--- config.mk ---
export PLATFORM = sky130hd
export DESIGN_NAME = alsu_cmd_issuer
export DESIGN_NICKNAME = d
export VERILOG_FILES = /design/src/rtl/alsu_cmd_issuer.sv
export SDC_FILE = /design/constraint.sdc
export NUM_CORES = 1
export LEC_CHECK = 0
export ABC_AREA = 0
export BUFFER_PORTS_ARGS = -buffer_cell sky130_fd_sc_hd__buf_4
export CAP_MARGIN = 10
export CORE_UTILIZATION = 40
export CTS_CLUSTER_SIZE = 28
export DETAILED_ROUTE_END_ITERATION = 7
export GPL_TIMING_DRIVEN = 0
export SYNTH_ARGS = -nofsm -noshare
export SYNTH_HDL_FRONTEND = slang
export SYNTH_SLANG_ARGS = --single-unit
--- constraint.sdc ---
create_clock -name clk -period 4.3 [get_ports clk]
set_clock_uncertainty 0.15 [all_clocks]
set_input_delay 0.215 -clock clk [delete_from_list [all_inputs] [get_ports clk]]
set_output_delay 0.215 -clock clk [all_outputs]
set_load 0.02 [all_outputs]
--- src/rtl/alsu_cmd_issuer.sv ---
// Initiator for the ALSU: buffers packed commands, drives one ALSU operation per clock
// (single or six-step sweep) and returns tagged, latency-aligned responses in issue order.
module alsu_cmd_issuer #(
    parameter int CMD_DEPTH = 4,
    parameter int RSP_DEPTH = 8,
    parameter int TAG_W     = 4,
    parameter int ALSU_LAT  = 2
) (
    input  logic                  clk,
    input  logic                  rst_n,
    input  logic                  cmd_valid,
    output logic                  cmd_ready,
    input  logic [17+TAG_W-1:0]   cmd_data,
    output logic                  rsp_valid,
    input  logic                  rsp_ready,
    output logic [TAG_W-1:0]      rsp_tag,
    output logic [2:0]            rsp_opcode,
    output logic signed [5:0]     rsp_out,
    output logic [15:0]           rsp_leds,
    output logic                  alsu_rst,
    output logic [2:0]            alsu_opcode,
    output logic signed [2:0]     alsu_A,
    output logic signed [2:0]     alsu_B,
    output logic                  alsu_cin,
    output logic                  alsu_red_op_A,
    output logic                  alsu_red_op_B,
    output logic                  alsu_bypass_A,
    output logic                  alsu_bypass_B,
    output logic                  alsu_direction,
    output logic                  alsu_serial_in,
    input  logic signed [5:0]     alsu_out,
    input  logic [15:0]           alsu_leds
);

    localparam int CMD_W  = 17 + TAG_W;
    localparam int CAW    = $clog2(CMD_DEPTH);
    localparam int RAW    = $clog2(RSP_DEPTH);
    localparam int CRW    = $clog2(RSP_DEPTH + 1);
    localparam int OPS_W  = 13;
    localparam int RSP_W  = TAG_W + 3 + 6 + 16;
    localparam int PIPE_N = ALSU_LAT + 1;

    typedef enum logic [0:0] {IDLE, SWEEP} state_t;

    state_t             state_q;
    logic [2:0]         idx_q;
    logic [TAG_W-1:0]   swp_tag_q;
    logic [OPS_W-1:0]   swp_ops_q;
    logic               alsu_rst_q;
    logic [2:0]         alsu_op_q;
    logic [OPS_W-1:0]   alsu_ops_q;

    logic [CMD_W-1:0]   cmd_mem_q [CMD_DEPTH];
    logic [CAW-1:0]     cmd_wr_q, cmd_wr_d, cmd_rd_q, cmd_rd_d;
    logic [CAW:0]       cmd_cnt_q, cmd_cnt_d;

    logic [RSP_W-1:0]   rsp_mem_q [RSP_DEPTH];
    logic [RAW-1:0]     rsp_wr_q, rsp_wr_d, rsp_rd_q, rsp_rd_d;
    logic [RAW:0]       rsp_cnt_q, rsp_cnt_d;

    logic [CRW-1:0]     credits_q, credits_d;

    logic [PIPE_N-1:0]  pipe_vld_q, pipe_vld_d;
    logic [TAG_W-1:0]   pipe_tag_q [PIPE_N];
    logic [TAG_W-1:0]   pipe_tag_d [PIPE_N];
    logic [2:0]         pipe_op_q  [PIPE_N];
    logic [2:0]         pipe_op_d  [PIPE_N];

    logic               cmd_push, cmd_pop, rsp_push, rsp_pop;
    logic               can_issue, issue_single, start_sweep, in_sweep, issue;
    logic [CMD_W-1:0]   head;
    logic [TAG_W-1:0]   head_tag, issue_tag;
    logic               head_sweep;
    logic [2:0]         head_op, issue_op;
    logic [OPS_W-1:0]   head_ops, issue_ops;
    logic [RSP_W-1:0]   rsp_head;

    assign cmd_ready = !alsu_rst_q && (cmd_cnt_q != (CAW+1)'(CMD_DEPTH));
    assign cmd_push  = cmd_valid && cmd_ready;
    assign rsp_valid = (rsp_cnt_q != '0);
    assign rsp_pop   = rsp_valid && rsp_ready;
    assign rsp_push  = pipe_vld_q[PIPE_N-1];

    assign head       = cmd_mem_q[cmd_rd_q];
    assign head_tag   = head[CMD_W-1 -: TAG_W];
    assign head_sweep = head[16];
    assign head_op    = head[15:13];
    assign head_ops   = head[12:0];

    // Issue decision: a sweep only starts once all six response slots are reserved.
    always_comb begin
        in_sweep     = (state_q == SWEEP);
        can_issue    = !alsu_rst_q && (state_q == IDLE) && (cmd_cnt_q != '0);
        issue_single = can_issue && !head_sweep && (credits_q >= CRW'(1));
        start_sweep  = can_issue && head_sweep && (credits_q >= CRW'(6));
        cmd_pop      = issue_single || start_sweep;
        issue        = cmd_pop || in_sweep;
        issue_tag    = in_sweep ? swp_tag_q : head_tag;
        issue_ops    = in_sweep ? swp_ops_q : head_ops;
        if (in_sweep)
            issue_op = idx_q;
        else if (start_sweep)
            issue_op = 3'd0;
        else
            issue_op = head_op;
    end

    always_comb begin
        cmd_wr_d  = cmd_wr_q + CAW'(cmd_push);
        cmd_rd_d  = cmd_rd_q + CAW'(cmd_pop);
        cmd_cnt_d = cmd_cnt_q + (CAW+1)'(cmd_push) - (CAW+1)'(cmd_pop);
        rsp_wr_d  = rsp_wr_q + RAW'(rsp_push);
        rsp_rd_d  = rsp_rd_q + RAW'(rsp_pop);
        rsp_cnt_d = rsp_cnt_q + (RAW+1)'(rsp_push) - (RAW+1)'(rsp_pop);
        credits_d = credits_q - CRW'(issue) + CRW'(rsp_pop);
        pipe_vld_d   = {pipe_vld_q[PIPE_N-2:0], issue};
        pipe_tag_d[0] = issue_tag;
        pipe_op_d[0]  = issue_op;
        for (int i = 1; i < PIPE_N; i++) begin
            pipe_tag_d[i] = pipe_tag_q[i-1];
            pipe_op_d[i]  = pipe_op_q[i-1];
        end
    end

    always_ff @(posedge clk or negedge rst_n) begin
        if (!rst_n) begin
            cmd_wr_q   <= '0;
            cmd_rd_q   <= '0;
            cmd_cnt_q  <= '0;
            rsp_wr_q   <= '0;
            rsp_rd_q   <= '0;
            rsp_cnt_q  <= '0;
            credits_q  <= CRW'(RSP_DEPTH);
            pipe_vld_q <= '0;
            for (int i = 0; i < PIPE_N; i++) begin
                pipe_tag_q[i] <= '0;
                pipe_op_q[i]  <= '0;
            end
        end else begin
            cmd_wr_q   <= cmd_wr_d;
            cmd_rd_q   <= cmd_rd_d;
            cmd_cnt_q  <= cmd_cnt_d;
            rsp_wr_q   <= rsp_wr_d;
            rsp_rd_q   <= rsp_rd_d;
            rsp_cnt_q  <= rsp_cnt_d;
            credits_q  <= credits_d;
            pipe_vld_q <= pipe_vld_d;
            for (int i = 0; i < PIPE_N; i++) begin
                pipe_tag_q[i] <= pipe_tag_d[i];
                pipe_op_q[i]  <= pipe_op_d[i];
            end
        end
    end

    // Storage arrays hold data only; emptiness is tracked by the counters above.
    always_ff @(posedge clk) begin
        if (cmd_push)
            cmd_mem_q[cmd_wr_q] <= cmd_data;
        if (rsp_push)
            rsp_mem_q[rsp_wr_q] <= {pipe_tag_q[PIPE_N-1], pipe_op_q[PIPE_N-1], alsu_out, alsu_leds};
    end

    always_ff @(posedge clk or negedge rst_n) begin
        if (!rst_n) begin
            state_q    <= IDLE;
            idx_q      <= '0;
            swp_tag_q  <= '0;
            swp_ops_q  <= '0;
            alsu_rst_q <= 1'b1;
            alsu_op_q  <= '0;
            alsu_ops_q <= '0;
        end else begin
            alsu_rst_q <= 1'b0;
            alsu_op_q  <= issue ? issue_op  : 3'd0;
            alsu_ops_q <= issue ? issue_ops : '0;
            case (state_q)
                IDLE: begin
                    if (start_sweep) begin
                        swp_tag_q <= head_tag;
                        swp_ops_q <= head_ops;
                        idx_q     <= 3'd1;
                        state_q   <= SWEEP;
                    end
                end
                SWEEP: begin
                    idx_q <= idx_q + 3'd1;
                    if (idx_q == 3'd5)
                        state_q <= IDLE;
                end
                default: state_q <= IDLE;
            endcase
        end
    end

    assign alsu_rst       = alsu_rst_q;
    assign alsu_opcode    = alsu_op_q;
    assign alsu_A         = $signed(alsu_ops_q[12:10]);
    assign alsu_B         = $signed(alsu_ops_q[9:7]);
    assign alsu_cin       = alsu_ops_q[6];
    assign alsu_red_op_A  = alsu_ops_q[5];
    assign alsu_red_op_B  = alsu_ops_q[4];
    assign alsu_bypass_A  = alsu_ops_q[3];
    assign alsu_bypass_B  = alsu_ops_q[2];
    assign alsu_direction = alsu_ops_q[1];
    assign alsu_serial_in = alsu_ops_q[0];

    assign rsp_head   = rsp_mem_q[rsp_rd_q];
    assign rsp_tag    = rsp_valid ? rsp_head[RSP_W-1 -: TAG_W] : '0;
    assign rsp_opcode = rsp_valid ? rsp_head[24:22] : '0;
    assign rsp_out    = rsp_valid ? $signed(rsp_head[21:16]) : '0;
    assign rsp_leds   = rsp_valid ? rsp_head[15:0] : '0;

endmodule

==> Flow_metrics.wiki <==
{| class="wikitable"
! Metric !! Value
|-
| Share of synthesized registers carrying an async set or reset || 20.80%
|-
| Launch instance of the worst register-to-register path || rsp_cnt_q[1]
|-
| Synth area leader || edfxtp_1
|-
| Critical path data required time || 3.93 ns
|-
| Element type at the critical path end || output port
|-
| Upper clock frequency limit || 0.2980 GHz
|-
| Failing checks || negative hold slack
|-
| Maximum level of the CTS H-tree || 2
|-
| Post-route antenna net violation count || 0
|-
| TNS Setup || 0 ns
|-
| Overall track demand over capacity in global routing || 15.46%
|-
| Synth-to-layout area growth || 22.95%
|-
| First-pass iteration count of the detailed router || 4
|-
| Clk Latency, worst-skew pair || 0.53 ns
|-
| Post-synthesis sequential area ratio || 76.62%
|-
| Proportion of layout cells with a drive suffix above 1 || 32.06%
|-
| Clock sink count || 399
|-
| Violation count after the first detailed-routing iteration || 347
|-
| Total via count in the routed design || 7,028
|-
| Final net count || 985
|-
| Cell count of the worst reg-to-reg path || 12
|-
| WHS || -0.01253 ns
|-
| Power per cell area || 732.4 nW/um^2
|-
| Leakage power of the design || 6.735 nW
|-
| Total Die Area || 38,530 um^2
|-
| Tot Pwr || 0.01360 W
|-
| Largest net degree at the start of global routing || 84
|-
| Post-detail-place hpwl || 17.81 mm
|-
| DIE WIDTH || 196.3 um
|-
| Max Slew Vio Count || 0
|-
| Synthesized area divided by synthesized cell count || 21.24 um^2
|-
| Wire per inst || 19.74 um
|-
| Primary flip-flop cell chosen by synthesis mapping || edfxtp_1
|-
| Synth Cell Area || 15,100 um^2
|-
| Slew at the pin with the worst max-slew slack || 1.144 ns
|-
| Dpl cells || 1,328
|-
| Register-to-register setup slack || 1.24 ns
|-
| Number of cells produced by synthesis || 711
|-
| Clock tree from TritonCTS || yes
|-
| Initial Util || 40.95%
|-
| Status || finished with violations
|-
| VDD IR max || 0.4478 mV
|-
| Critical setup path kind || reg2out
|-
| CORE AREA || 36,870 um^2
|-
| CTS Buf Count || 41
|-
| Vias in the first global route || 7,681
|-
| Antenna diode count || 0
|-
| Reg clk slew, reported paths || 0.06 ns
|-
| Warnings, synthesis || 0
|-
| Cell types with the largest area share after synthesis || edfxtp_1, dfrtp_1, mux4_2
|-
| Routed wire length || 28.55 mm
|-
| Crit path arrival time || 2.99 ns
|-
| Count of instances resized after the clock tree is built || 0
|-
| Antenna violations before repair || 0
|-
| Count of non-filler cells in the finished layout || 1,446
|-
| End of the critical path || rsp_leds[14]
|-
| Count of pins on the block boundary || 95
|-
| Number of flops mapped to enable cells by yosys || 316
|-
| Yosys top cell area share || 62.84%
|-
| Leftover overflow at the end of global routing || 0
|-
| Endpoint of the worst-slack reg-to-reg timing path || rsp_cnt_q[2]
|-
| Shortest clock period the worst path allows after layout || 3.356 ns
|-
| Most common cell after layout, fill and taps aside || edfxtp_1
|-
| RSZ-0062 raised after global routing || no
|-
| Syn nets || 783
|-
| First-pass GRT wire length || 44.58 mm
|-
| Critical path launch point || rsp_rd_q[1]
|-
| Post-synthesis cell type count || 37
|-
| Highest net fanout along the worst path || 10
|-
| Highest-count cells in the layout ignoring fill and taps || edfxtp_1, buf_4, dfrtp_1, mux4_2, dlygate4sd3_1
|-
| Category of the worst setup path launch point || flop
|-
| Number of buffer cells added on primary ports || 94
|-
| CTS root buffer || clkbuf_16
|-
| Worst slew margin || 23.71%
|-
| Hold Violations, Final || 1
|-
| MaxCap Viol Count || 0
|-
| Number of vias per cell after detailed routing || 4.860
|-
| Die extent in y || 196.3 um
|-
| Yosys reg bits || 399
|-
| Final period util || 78.04%
|-
| Final setup viols || 0
|-
| Longest Clk Path Bufs || 3
|-
| Final routed DRC violation total || 0
|-
| Tightest Hold Check Type || in2reg
|-
| Number of placement rows || 70
|-
| Placer Congestion || 0.6973
|}
## cell usage after synthesis (4+ instances only)
master      n
a22o_1     11
dfrtp_1    81
buf_1       4
inv_1      22
mux2_2     21
clkbuf_1   14
xnor2_1     5
buf_4       5
mux4_2     79
xor2_1      6
nand2_1     7
mux2i_1    31
nor2_1     38
buf_2       6
a22o_2      5
edfxtp_1  316
nor2b_1     4
ha_1       22
## critical path, cell delays in order, from the launching register on
cell and delay, ns:
dfrtp_1 0.41, buf_1 0.55, buf_1 0.65, mux4_2 0.40, mux2i_1 0.15, nor2_1 0.08
buf_4 0.20
## power by group
| group | leakage [nW] | internal, W | switching, W |
|---|---|---|---|
| Clock | 0.618 | 0.00197 | 0.00141 |
| Combinational | 2.24 | 0.00212 | 0.00244 |
| Sequential | 3.88 | 0.00527 | 0.000385 |
## state kept, by name (all words and copies together), names as in the netlist, 2 cells and up
| name | cells |
|---|---|
| rsp_mem_q | 232 |
| cmd_rd_q | 2 |
| cmd_mem_q | 84 |
| rsp_wr_q | 3 |
| cmd_wr_q | 2 |
| alsu_ops_q | 13 |
| pipe_tag_q | 4 |
| pipe_op_d | 6 |
| swp_ops_q | 13 |
| credits_q | 4 |
| pipe_op_q | 3 |
| rsp_cnt_q | 4 |
| swp_tag_q | 4 |
| rsp_rd_q | 3 |
| pipe_tag_d | 8 |
| idx_q | 3 |
| cmd_cnt_q | 3 |
| pipe_vld_q | 3 |
| alsu_opcode | 3 |
## per-stage QoR
stage                     utilization (%)  setup slack [ns]  cell area (um^2)  hold WS (ns)
after floorplan                         -             1.068             15100       -0.2306
after global placement              44.57            -1.108             16440        0.1813
after detailed placement            45.58             1.157             16810        0.1847
after CTS                           50.25            0.8230             18530      0.004987
after global routing                50.35            0.7523             18570       0.01061
final                               50.35            0.9444             18570      -0.01253
## area by class of cell
class | count | area (um^2)
buffer | 30 | 146.4
sequential | 399 | 11570
multi-input combinational | 260 | 3372
inverter | 22 | 82.58
clock buffer | 58 | 1140
clock inverter | 14 | 141.4
timing repair buffer | 159 | 1484
tap | 504 | 630.6
fill | 2989 | 18310
## cells by family (layout without fill, tap and decap cells)
| kind of cell | Yosys count | in the layout | share of synthesized area (%) |
|---|---|---|---|
| flops | 399 | 399 | 76.62 |
| compound gates | 28 | 28 | 1.583 |
| buf+inv | 52 | 283 | 1.516 |
| other cells | 1 | 1 | 0.02484 |
| mux | 131 | 131 | 15.40 |
| xor+xnor | 11 | 11 | 0.6380 |
| simple gates | 64 | 64 | 1.997 |
| fa+ha+maj | 25 | 25 | 2.221 |
## routing by layer
layer | vias to the layer above | part of all wire (%) | track usage, %
met1 | 3618 | 44 | 20.39
met3 | 38 | 3.9 | 2.733
met2 | 149 | 50 | 26.46
met4 | 0 | 1.7 | 4.051
li1 | 3223 | - | -
met5 | - | 0 | 0
## worst min path at each step
stage	from	endpoint	cells after the start
after CTS	rsp_ready	rsp_rd_q[0]	4
after global routing	rsp_ready	rsp_rd_q[0]	4
after global placement	pipe_op_d[0]	pipe_op_q[0]	0
after floorplan	rst_n	alsu_opcode[0]	0
after detailed placement	pipe_op_d[3]	pipe_op_d[0]	0
final	rsp_ready	rsp_rd_q[0]	4
## what timing repair did
action                    in CTS  in global routing
setup buffers                  0                  0
hold buffers                  44                  1
hold endpoints to repair     341                 15
(Power assumes the default switching activity.)
